`src/rtl/tsc_pkg.sv`:
```
// Shared header layout, FSM encoding and header builder for the tagged stream combiner.
package tsc_pkg;

    localparam int HDR_MAX_W   = 64;
    localparam int HDR_LEN_LSB = 0;

    typedef enum logic [1:0] {
        ST_IDLE = 2'd0,
        ST_HDR  = 2'd1,
        ST_BODY = 2'd2
    } state_t;

    function automatic int unsigned hdr_flag_pos(input int unsigned wdth);
        return wdth - 1;
    endfunction

    function automatic int unsigned hdr_ch_lsb(input int unsigned wdth, input int unsigned log_n);
        return wdth - 1 - log_n;
    endfunction

    // Built at the widest supported word; callers size-cast down to their WDTH.
    function automatic logic [HDR_MAX_W-1:0] build_hdr(
        input int unsigned ch,
        input int unsigned len,
        input int unsigned wdth,
        input int unsigned log_n,
        input int unsigned len_w
    );
        logic [HDR_MAX_W-1:0] h;
        logic [HDR_MAX_W-1:0] len_mask;
        len_mask = (HDR_MAX_W'(1) << len_w) - HDR_MAX_W'(1);
        h = HDR_MAX_W'(1) << hdr_flag_pos(wdth);
        h = h | (HDR_MAX_W'(ch) << hdr_ch_lsb(wdth, log_n));
        h = h | ((HDR_MAX_W'(len) & len_mask) << HDR_LEN_LSB);
        return h;
    endfunction

endpackage

```
`src/rtl/tagged_stream_combiner_if.sv`:
```
// Channelised input strobes/words and the single packetised output stream.
interface tagged_stream_combiner_if #(
    parameter int N_STREAMS = 4,
    parameter int WDTH      = 32
);
    logic [N_STREAMS*WDTH-1:0] in_data;
    logic [N_STREAMS-1:0]      in_nd;
    logic [WDTH-1:0]           out_data;
    logic                      out_nd;
    logic                      error;

    modport master (output in_data, output in_nd, input out_data, input out_nd, input error);
    modport slave  (input in_data, input in_nd, output out_data, output out_nd, output error);
endinterface

```
`src/rtl/stream_fifo.sv`:
```
// Single-clock FIFO with occupancy count; read data is the current head (fall-through).
// Latency: a write is visible in count and rd_dat on the next cycle.
// Backpressure: none; writes when full and reads when empty are ignored, callers gate them.
module stream_fifo #(
    parameter int WDTH      = 32,
    parameter int DEPTH     = 16,
    parameter int LOG_DEPTH = 4
) (
    input  logic                 clk,
    input  logic                 reset,
    input  logic                 wr_en,
    input  logic [WDTH-1:0]      wr_dat,
    input  logic                 rd_en,
    output logic [WDTH-1:0]      rd_dat,
    output logic [LOG_DEPTH:0]   count,
    output logic                 full,
    output logic                 empty
);
    logic [WDTH-1:0]      mem [DEPTH];
    logic [LOG_DEPTH-1:0] wr_ptr;
    logic [LOG_DEPTH-1:0] rd_ptr;
    logic                 wr_ok;
    logic                 rd_ok;

    assign full   = (count == (LOG_DEPTH+1)'(DEPTH));
    assign empty  = (count == '0);
    assign wr_ok  = wr_en && !full;
    assign rd_ok  = rd_en && !empty;
    assign rd_dat = mem[rd_ptr];

    always_ff @(posedge clk) begin
        if (reset) begin
            wr_ptr <= '0;
            rd_ptr <= '0;
            count  <= '0;
        end else begin
            if (wr_ok) wr_ptr <= wr_ptr + 1'b1;
            if (rd_ok) rd_ptr <= rd_ptr + 1'b1;
            if (wr_ok && !rd_ok)
                count <= count + 1'b1;
            else if (rd_ok && !wr_ok)
                count <= count - 1'b1;
        end
    end

    always_ff @(posedge clk) begin
        if (wr_ok && !reset) mem[wr_ptr] <= wr_dat;
    end

endmodule

```
`src/rtl/tagged_stream_combiner.sv`:
```
// Round-robin packetiser: per-channel FIFOs drained as header + up to MAX_PKT samples.
// Latency: in_nd at cycle 0 -> header at cycle 2 -> first sample at cycle 3; one idle cycle between packets.
// Backpressure: none; full-FIFO writes and MSB-set words are dropped and raise the sticky error.
module tagged_stream_combiner
    import tsc_pkg::*;
#(
    parameter int N_STREAMS     = 4,
    parameter int LOG_N_STREAMS = 2,
    parameter int WDTH          = 32,
    parameter int BUF_LEN       = 16,
    parameter int LOG_BUF_LEN   = 4,
    parameter int MAX_PKT       = 8,
    parameter int LEN_W         = 4,
    parameter int MIN_FILL      = 1
) (
    input  logic                      clk,
    input  logic                      reset,
    tagged_stream_combiner_if.slave   bus
);
    localparam int CNT_W = LOG_BUF_LEN + 1;

    logic [WDTH-1:0]                   fifo_rd_dat [N_STREAMS];
    logic [CNT_W-1:0]                  fifo_count  [N_STREAMS];
    logic [N_STREAMS-1:0]              fifo_full;
    logic [N_STREAMS-1:0]              fifo_empty;
    logic [N_STREAMS-1:0]              wr_en;
    logic [N_STREAMS-1:0]              rd_en;
    logic [N_STREAMS-1:0]              bad_wr;
    logic [(1<<LOG_N_STREAMS)-1:0]     eligible;

    state_t                            state_q, state_d;
    logic [LOG_N_STREAMS-1:0]          rr_ptr;
    logic [LOG_N_STREAMS-1:0]          cur_ch;
    logic [LEN_W-1:0]                  remaining;
    logic [WDTH-1:0]                   out_data_q;
    logic                              out_nd_q;
    logic                              error_q;

    logic                              grant_vld;
    logic [LOG_N_STREAMS-1:0]          grant_ch;
    logic [LOG_N_STREAMS-1:0]          scan_idx;
    int                                scan_sum;
    logic [CNT_W-1:0]                  grant_cnt;
    logic [LEN_W-1:0]                  grant_len;
    logic [WDTH-1:0]                   hdr_word;
    logic                              ld_hdr;
    logic                              pop;

    for (genvar k = 0; k < N_STREAMS; k++) begin : g_ch
        logic [WDTH-1:0] word;
        assign word      = bus.in_data[k*WDTH +: WDTH];
        // The full test uses the pre-cycle count, so a same-cycle read does not rescue a write.
        assign wr_en[k]  = bus.in_nd[k] && !word[WDTH-1] && !fifo_full[k];
        assign bad_wr[k] = bus.in_nd[k] && (word[WDTH-1] || fifo_full[k]);
        assign rd_en[k]  = pop && (cur_ch == LOG_N_STREAMS'(k)) && !fifo_empty[k];

        stream_fifo #(
            .WDTH      (WDTH),
            .DEPTH     (BUF_LEN),
            .LOG_DEPTH (LOG_BUF_LEN)
        ) u_fifo (
            .clk    (clk),
            .reset  (reset),
            .wr_en  (wr_en[k]),
            .wr_dat (word),
            .rd_en  (rd_en[k]),
            .rd_dat (fifo_rd_dat[k]),
            .count  (fifo_count[k]),
            .full   (fifo_full[k]),
            .empty  (fifo_empty[k])
        );
    end

    always_comb begin
        eligible = '0;
        for (int k = 0; k < N_STREAMS; k++)
            eligible[k] = (fifo_count[k] >= CNT_W'(MIN_FILL));
    end

    // Search begins one past the last winner and wraps mod N_STREAMS.
    always_comb begin
        grant_vld = 1'b0;
        grant_ch  = '0;
        scan_idx  = '0;
        scan_sum  = 0;
        for (int i = 1; i <= N_STREAMS; i++) begin
            scan_sum = int'(rr_ptr) + i;
            if (scan_sum >= N_STREAMS) scan_sum = scan_sum - N_STREAMS;
            scan_idx = scan_sum[LOG_N_STREAMS-1:0];
            if (!grant_vld && eligible[scan_idx]) begin
                grant_vld = 1'b1;
                grant_ch  = scan_idx;
            end
        end
    end

    assign grant_cnt = fifo_count[grant_ch];
    assign grant_len = (grant_cnt > CNT_W'(MAX_PKT)) ? LEN_W'(MAX_PKT) : LEN_W'(grant_cnt);
    assign hdr_word  = WDTH'(build_hdr(32'(grant_ch), 32'(grant_len), WDTH, LOG_N_STREAMS, LEN_W));

    // State names what the output register shows next: HDR pops the first sample behind the header.
    always_comb begin
        state_d = state_q;
        ld_hdr  = 1'b0;
        pop     = 1'b0;
        case (state_q)
            ST_IDLE: begin
                if (grant_vld) begin
                    ld_hdr  = 1'b1;
                    state_d = ST_HDR;
                end
            end
            ST_HDR: begin
                pop     = 1'b1;
                state_d = ST_BODY;
            end
            ST_BODY: begin
                if (remaining != '0)
                    pop = 1'b1;
                else
                    state_d = ST_IDLE;
            end
            default: state_d = ST_IDLE;
        endcase
    end

    always_ff @(posedge clk) begin
        if (reset) begin
            state_q    <= ST_IDLE;
            rr_ptr     <= LOG_N_STREAMS'(N_STREAMS - 1);
            cur_ch     <= '0;
            remaining  <= '0;
            out_data_q <= '0;
            out_nd_q   <= 1'b0;
            error_q    <= 1'b0;
        end else begin
            state_q  <= state_d;
            out_nd_q <= ld_hdr | pop;
            if (|bad_wr) error_q <= 1'b1;
            if (ld_hdr) begin
                cur_ch     <= grant_ch;
                rr_ptr     <= grant_ch;
                remaining  <= grant_len;
                out_data_q <= hdr_word;
            end else if (pop) begin
                out_data_q <= fifo_rd_dat[cur_ch];
                remaining  <= remaining - 1'b1;
            end
        end
    end

    assign bus.out_data = out_data_q;
    assign bus.out_nd   = out_nd_q;
    assign bus.error    = error_q;

endmodule
```
`src/flat_wrapper.sv`:
```
// flat-port wrapper written by rule: the top's interface ports become plain ports
module tagged_stream_combiner_flat import tsc_pkg::*;
#(
    parameter int N_STREAMS     = 4,
    parameter int LOG_N_STREAMS = 2,
    parameter int WDTH          = 32,
    parameter int BUF_LEN       = 16,
    parameter int LOG_BUF_LEN   = 4,
    parameter int MAX_PKT       = 8,
    parameter int LEN_W         = 4,
    parameter int MIN_FILL      = 1
)
  (clk, reset, bus_in_data, bus_in_nd, bus_out_data, bus_out_nd, bus_error);
  tagged_stream_combiner_if #(.N_STREAMS(N_STREAMS), .WDTH(WDTH)) bus_i ();
  input  logic clk;
  input  logic reset;
  input wire logic [$bits(bus_i.in_data)-1:0] bus_in_data;
  input wire logic [$bits(bus_i.in_nd)-1:0] bus_in_nd;
  output wire logic [$bits(bus_i.out_data)-1:0] bus_out_data;
  output wire logic [$bits(bus_i.out_nd)-1:0] bus_out_nd;
  output wire logic [$bits(bus_i.error)-1:0] bus_error;
  assign bus_i.in_data = bus_in_data;
  assign bus_i.in_nd = bus_in_nd;
  assign bus_out_data = bus_i.out_data;
  assign bus_out_nd = bus_i.out_nd;
  assign bus_error = bus_i.error;
  tagged_stream_combiner #(.N_STREAMS(N_STREAMS), .LOG_N_STREAMS(LOG_N_STREAMS), .WDTH(WDTH), .BUF_LEN(BUF_LEN), .LOG_BUF_LEN(LOG_BUF_LEN), .MAX_PKT(MAX_PKT), .LEN_W(LEN_W), .MIN_FILL(MIN_FILL)) u_core (.clk(clk), .reset(reset), .bus(bus_i));
endmodule
```
`config.mk`:
```
export PLATFORM = sky130hd
export DESIGN_NAME = tagged_stream_combiner_flat
export DESIGN_NICKNAME = d
export VERILOG_FILES = /design/src/rtl/tsc_pkg.sv /design/src/rtl/tagged_stream_combiner_if.sv /design/src/rtl/stream_fifo.sv /design/src/rtl/tagged_stream_combiner.sv /design/src/flat_wrapper.sv
export SDC_FILE = /design/constraint.sdc
export NUM_CORES = 2
export LEC_CHECK = 0
export CAP_MARGIN = 20
export CORE_MARGIN = 1
export CORE_UTILIZATION = 30
export DETAILED_ROUTE_END_ITERATION = 12
export HOLD_SLACK_MARGIN = 0.05
export MAX_ROUTING_LAYER = met4
export PLACE_DENSITY_LB_ADDON = 0.25
export SLEW_MARGIN = 20
export SYNTH_ARGS = -nofsm -noshare
export SYNTH_HDL_FRONTEND = slang
export SYNTH_SLANG_ARGS = --single-unit
```
`constraint.sdc`:
```
create_clock -name clk -period 7 [get_ports clk]
set_input_delay 1.4 -clock clk [delete_from_list [all_inputs] [get_ports clk]]
set_output_delay 1.4 -clock clk [all_outputs]
set_load 0.01 [all_outputs]
```
**Word-level counts from Yosys, hierarchy flattened**

Memory sizes are Yosys's and may differ from the RTL's. A register that Yosys moved wholly into a read port is not among the register bits.
Index checks and enable logic that the tools add are counted.

- Output and inout bits: 34
- Bits in registers: 96
- Bits in writable memories: 2048
- Memories: 4
- Input bits: 134

- Eq/ne operators: 11
- Bitwise operators: 4
- Reduce and logical (&&, ||, !) cells: 85
- Multiplexer cells: 62
- Add/sub/neg operators: 25
- Magnitude comparators: 15

Memory list:

| memory | depth | width | rd ports | clocked after memory_dff | write ports | line | text |
|---|---|---|---|---|---|---|---|
| u_core.g_ch[0].u_fifo.mem | 16 | 32 | 1 | 1 | 1 | stream_fifo.sv:19 | `logic [WDTH-1:0] mem [DEPTH];` |
| u_core.g_ch[1].u_fifo.mem | 16 | 32 | 1 | 1 | 1 | stream_fifo.sv:19 |  |
| u_core.g_ch[2].u_fifo.mem | 16 | 32 | 1 | 1 | 1 | stream_fifo.sv:19 |  |
| u_core.g_ch[3].u_fifo.mem | 16 | 32 | 1 | 1 | 1 | stream_fifo.sv:19 |  |

Operator list:

| kind | count |
|---|---|
| 32-bit 2-to-1 mux | 4 |
| 32-bit binary-select mux with 2-bit select | 1 |
| 5-bit 2-to-1 mux | 10 |
| 4-bit 2-to-1 mux | 11 |
| 1-bit logical AND | 43 |
| 4-bit by 1-bit adder with 4-bit output (second input constant) | 8 |
| 32-bit by 4-bit OR with 32-bit output | 1 |
| 1-bit logical NOT | 24 |
| 5-bit by 1-bit adder with 5-bit output (second input constant) | 4 |
| 5-bit equality test (second input constant) | 4 |
| 5-bit by 1-bit >= comparator with 1-bit output (second input constant) | 4 |
| 5-bit logical NOT | 4 |
| 2-bit 2-to-1 mux | 10 |
| 5-bit by 1-bit subtractor with 5-bit output (second input constant) | 4 |
| 1-bit 2-to-1 mux | 19 |
| 3-bit >= comparator (second input constant) | 5 |
| 2-bit by 3-bit less-than comparator with 1-bit output (second input constant) | 4 |
| 5-bit binary-select mux with 2-bit select | 1 |
| 2-bit nonzero test | 5 |
| 1-bit binary-select mux with 2-bit select | 4 |
| 2-bit by 1-bit subtractor with 2-bit output (second input constant) | 4 |
| 2-bit by 2-bit adder with 3-bit output (second input constant) | 2 |
| 2-bit equality test (second input constant) | 3 |
| 2-bit inverter with 3-bit output | 2 |
| other kinds (16) | 21 |

**Longest topological paths before layout**

- Depth in word-level cells: 23
- Depth in mapped cells: 15
- Gate-level depth less buffers: 14

**Cells and area by module**

Synthesis repeated with hierarchy kept, for this count alone.

- Cells, all modules: 3872
- Area, all modules: 82898.3 um^2

By module, submodules not included:

| module | times used | cells each | area each (um^2) |
|---|---|---|---|
| stream_fifo at u_core.g_ch[1].u_fifo ... | 3 | 893 | 20004.2 |
| stream_fifo at u_core.g_ch[0].u_fifo | 1 | 895 | 20066.7 |
| tagged_stream_combiner | 1 | 298 | 2819.0 |

**Worst setup path before layout**

Ideal clock, no wire load.

- Path type: input to register
- Start: input bus_in_data[127]
- End: memory u_core.g_ch[3].u_fifo.mem[2][0] (enable)
- Stages: 4
- Path buffers: 0
- Setup slack: 2417 ps
- Data required time: 6539 ps
- Setup time: 461 ps
- Arrival: 4122 ps
- Cell sequence: a31oi_1 -> and3_1 -> nand2_1 -> nor3_1

- Cells in the longest elaborated chain, start to end: 7

Ends and longest elaborated chain:

| what | line | text |
|---|---|---|
| from (decl) | flat_wrapper.sv:17 | `input wire logic [$bits(bus_i.in_data)-1:0] bus_in_data;` |
| 1-bit logical NOT | tagged_stream_combiner.sv:53 | `assign wr_en[k] = bus.in_nd[k] && !word[WDTH-1] && !fifo_full[k];` |
| 1-bit logical AND (2 in a row) | tagged_stream_combiner.sv:53 |  |
| 1-bit logical AND | stream_fifo.sv:27 | `assign wr_ok = wr_en && !full;` |
| 1-bit logical AND | stream_fifo.sv:47 | `if (wr_ok && !reset) mem[wr_ptr] <= wr_dat;` |
| 1-bit 2-to-1 mux | stream_fifo.sv:47 |  |
| 1-bit 2-to-1 mux (not written as such) | stream_fifo.sv:47 |  |
| to (decl) | stream_fifo.sv:19 |  |

Every way passes these cells.

**Worst setup path after layout**

- Start: input bus_in_data[95]
- End: memory u_core.g_ch[2].u_fifo.mem[10][10] (enable)

- Cells in the longest elaborated chain, start to end: 7

Ends and longest elaborated chain:

| what | line |
|---|---|
| 1-bit logical NOT | tagged_stream_combiner.sv:53 |
| 1-bit logical AND (2 in a row) | tagged_stream_combiner.sv:53 |
| 1-bit logical AND | stream_fifo.sv:27 |
| 1-bit logical AND | stream_fifo.sv:47 |
| 1-bit 2-to-1 mux | stream_fifo.sv:47 |
| 1-bit 2-to-1 mux (not written as such) | stream_fifo.sv:47 |
| to (decl) | stream_fifo.sv:19 |

Every way passes these cells.

==> flow_summary.json <==
{
  "die_width_um": 527,
  "required_ps": 7550,
  "finalCritPeriodShare_pct": 57.4,
  "setup.worst_path.class": "in -> reg",
  "cts_tree": "yes",
  "hp-start": "u_core.g_ch[1].u_fifo.rd_ptr[1]",
  "peakVddDrop_uv": 224,
  "relSlewSlack_pct": 28.2,
  "outcome": "finished clean",
  "grt_pass1_vias": 38500,
  "cts_setup_buffers": 0,
  "dieArea_um2": 278000,
  "routed.top_layer": "met4",
  "cellPowerDensity_nw_per_um2": 293,
  "final_util_pct": 35.6,
  "start_util_pct": 30.2,
  "drt_iter0_drc": 3869,
  "synth_edf_count": 2048,
  "core_um2": 274000,
  "grt_overflow_total": 0,
  "finalSetupViolCount": 0,
  "synthCells": 3506,
  "drv_cap": 0,
  "rr_worst_depth": 7,
  "rsz0062_at_grt": "no",
  "clock.fmax_mhz": 249,
  "end_kind": "flip-flop",
  "drcViolationCount": 0,
  "met3_length_um": 12900,
  "num_rows": 192,
  "slew_viol_final": 0,
  "antenna_found_initial": 61,
  "dieHeight_um": 527,
  "p_leak_uw": 0.0288,
  "ctsHoldBuffers": 0,
  "syn_nets": 3686,
  "synth_async_sr_flop_share_pct": 0,
  "ctsResizeCount": 0,
  "layout-drive-gt1-share_pct": 29.3,
  "fin_skew_ps": 51.1,
  "grt_max_degree": 91,
  "hold_depth": 2,
  "ys_ff_latch": 2160,
  "hp-class": "reg -> reg",
  "met2_wirelength_um": 98200,
  "cts_buffers": 227,
  "tightest_slew_ps": 1070,
  "wl_per_cell_um": 28.1,
  "critPathArrivalTime_ps": 4560,
  "crit_path_start_kind": "input port",
  "synth_ff_type": "edfxtp_1",
  "avgSynthCellArea_um2": 23.6,
  "final_nets": 4004,
  "final.setup.tns_ps": 0,
  "htree_levels": 4,
  "synth_seq_area_share_pct": 77.0,
  "synth.distinct_cells": 53,
  "path_clk_slew_ps": 60,
  "routed_via_density": 4.95,
  "hpwl_um": 141000,
  "hold_viol": 0,
  "r2r_slack_ps": 3230,
  "grt_usage_pct": 15.7,
  "cts.sinks": 2160,
  "grt_pass1_wl_um": 302000,
  "insertion_delay_ps": 850,
  "fin_crit_ps": 4010,
  "io_buffers": 167,
  "ys_warn_count": 0,
  "cts_buffer_depth": 4,
  "wl_met1_um": 95900,
  "gp_congestion": 0.830,
  "cts-root-buf": "clkbuf_16",
  "drt_first_pass_iters": 5,
  "nFillCells": 25000,
  "drtAntennaViolNets": 0,
  "crit_fanout": 22,
  "syn2layout_area_growth_pct": 17.7,
  "pin_count": 168,
  "drt-total-wl_um": 214000,
  "r2r-end": "u_core.bus.out_data[1]",
  "vias": 37700,
  "synth_area_um2": 82800
}
==> routing by layer <==
layer | GRT usage [%] | vias to the layer above
li1 | - | 15700
met1 | 22.1 | 20600
met4 | 5.12 | 0
met2 | 23.2 | 1099
met5 | - | -
met3 | 2.68 | 299
==> worst max-delay path, stage by stage <==
cell	delay, ps
clkdlybuf4s50_1	780
a31oi_1	390
and2_1	490
nand2_1	360
nor2_4	730
buf_4	360
==> where the power goes <==
group          internal, µW  leakage (µW)  switching, µW  total (µW)
combinational           989       0.00596           1350        2340
clock                  6630       0.00348           5060       11700
sequential            14300        0.0193            196       14500
total                 21900        0.0288           6610       28500
==> sequential cells by signal (all words and copies together) (netlist names), named ones only <==
signal                     count
u_core.cur_ch                  2
u_core.remaining               4
u_core.g_ch.u_fifo.count      20
u_core.g_ch.u_fifo.mem      2048
u_core.g_ch.u_fifo.rd_ptr     16
u_core.bus.error               1
u_core.bus.out_nd              1
u_core.rr_ptr                  2
u_core.state_q                 2
u_core.g_ch.u_fifo.wr_ptr     16
u_core.bus.out_data           32
==> kinds of logic (layout without fill, tap and decap cells) <==
logic type	count (synthesis)	count (layout)	share of synthesized area, %
DFF	2160	2160	77.0
muxes	686	686	18.4
and+or+nand+nor	258	258	1.41
buffers and inverters	204	699	1.05
AOI/OAI and AO/OA	111	111	0.962
adders and majority gates	46	46	0.696
xor gates and xnor gates	41	41	0.434
other	0	22	0
==> worst max path at each step <==
| stage | endpoint | start | slack (ps) |
|---|---|---|---|
| floorplan | u_core.g_ch[3].u_fifo.mem[2][0] | bus_in_data[127] | 2420 |
| global placement | u_core.g_ch[2].u_fifo.mem[3][17] | bus_in_data[95] | 2040 |
| detailed placement | u_core.g_ch[0].u_fifo.mem[7][4] | bus_in_data[31] | 2060 |
| CTS | u_core.g_ch[0].u_fifo.mem[7][31] | bus_in_data[31] | 2960 |
| global route | u_core.g_ch[2].u_fifo.mem[10][13] | bus_in_data[95] | 2790 |
| finish | u_core.g_ch[2].u_fifo.mem[10][10] | bus_in_data[95] | 2990 |
==> cells in the final DEF (no fill, tap or decap), types with 26 or more instances in the layout <==
cell type | synthesis | routed
clkinv_2 | 0 | 39
clkinv_1 | 0 | 54
nor2_4 | 1 | 61
nand2_1 | 45 | 45
clkbuf_16 | 0 | 227
a22o_1 | 26 | 26
inv_1 | 31 | 31
clkbuf_1 | 99 | 40
clkdlybuf4s50_1 | 0 | 166
mux4_2 | 669 | 669
ha_1 | 46 | 46
dfxtp_1 | 112 | 94
nor2_1 | 141 | 81
edfxtp_1 | 2048 | 2048
buf_4 | 8 | 48
buf_16 | 0 | 30
a21oi_1 | 37 | 37
==> area by class of cell <==
type | instances | area [µm²] | area share, %
sequential | 2160 | 63800 | 65.5
timing repair buffer | 261 | 3190 | 3.27
antenna | 22 | 55.1 | 0.0565
tap | 3589 | 4490 | 4.61
clock inverter | 139 | 1330 | 1.37
clock buffer | 267 | 5830 | 5.99
multi-input combinational | 1142 | 18600 | 19.1
inverter | 32 | 120 | 0.123
==> cells in the mapped netlist (all sizes together), types with 4 or more instances <==
library cell / n / area (µm²)
a211oi: 7 / 57.6
a21oi: 37 / 185
a22o: 26 / 228
a31oi: 6 / 37.5
and2: 9 / 56.3
buf: 73 / 379
clkbuf: 99 / 372
dfxtp: 112 / 2240
edfxtp: 2048 / 61500
ha: 46 / 576
inv: 32 / 120
mux2i: 16 / 160
mux4: 669 / 15100
nand2: 45 / 169
nand3: 5 / 25.0
nand3b: 4 / 30.0
nand4: 16 / 100
nor2: 142 / 541
nor2b: 6 / 37.5
nor3: 9 / 61.3
nor4: 5 / 31.3
o21ai: 12 / 60.1
o221a: 5 / 56.3
or3: 7 / 43.8
or4: 5 / 41.3
xnor2: 17 / 149
xor2: 24 / 210
==> per-stage QoR <==
stage                     cell area [µm²]  worst slack, ps  cells  total power, µW  hold slack, ps
after floorplan                     82800             2420   3506            16100             468
after global placement              89200             2040   7143            17100             492
after detailed placement            89700             2060   7164            17100             508
after CTS                           96800             2960   7570            28800             523
after global routing                97400             2790   7604            29500             539
final                               97400             2990   7612            28500             514
(Power assumes the default switching activity.)
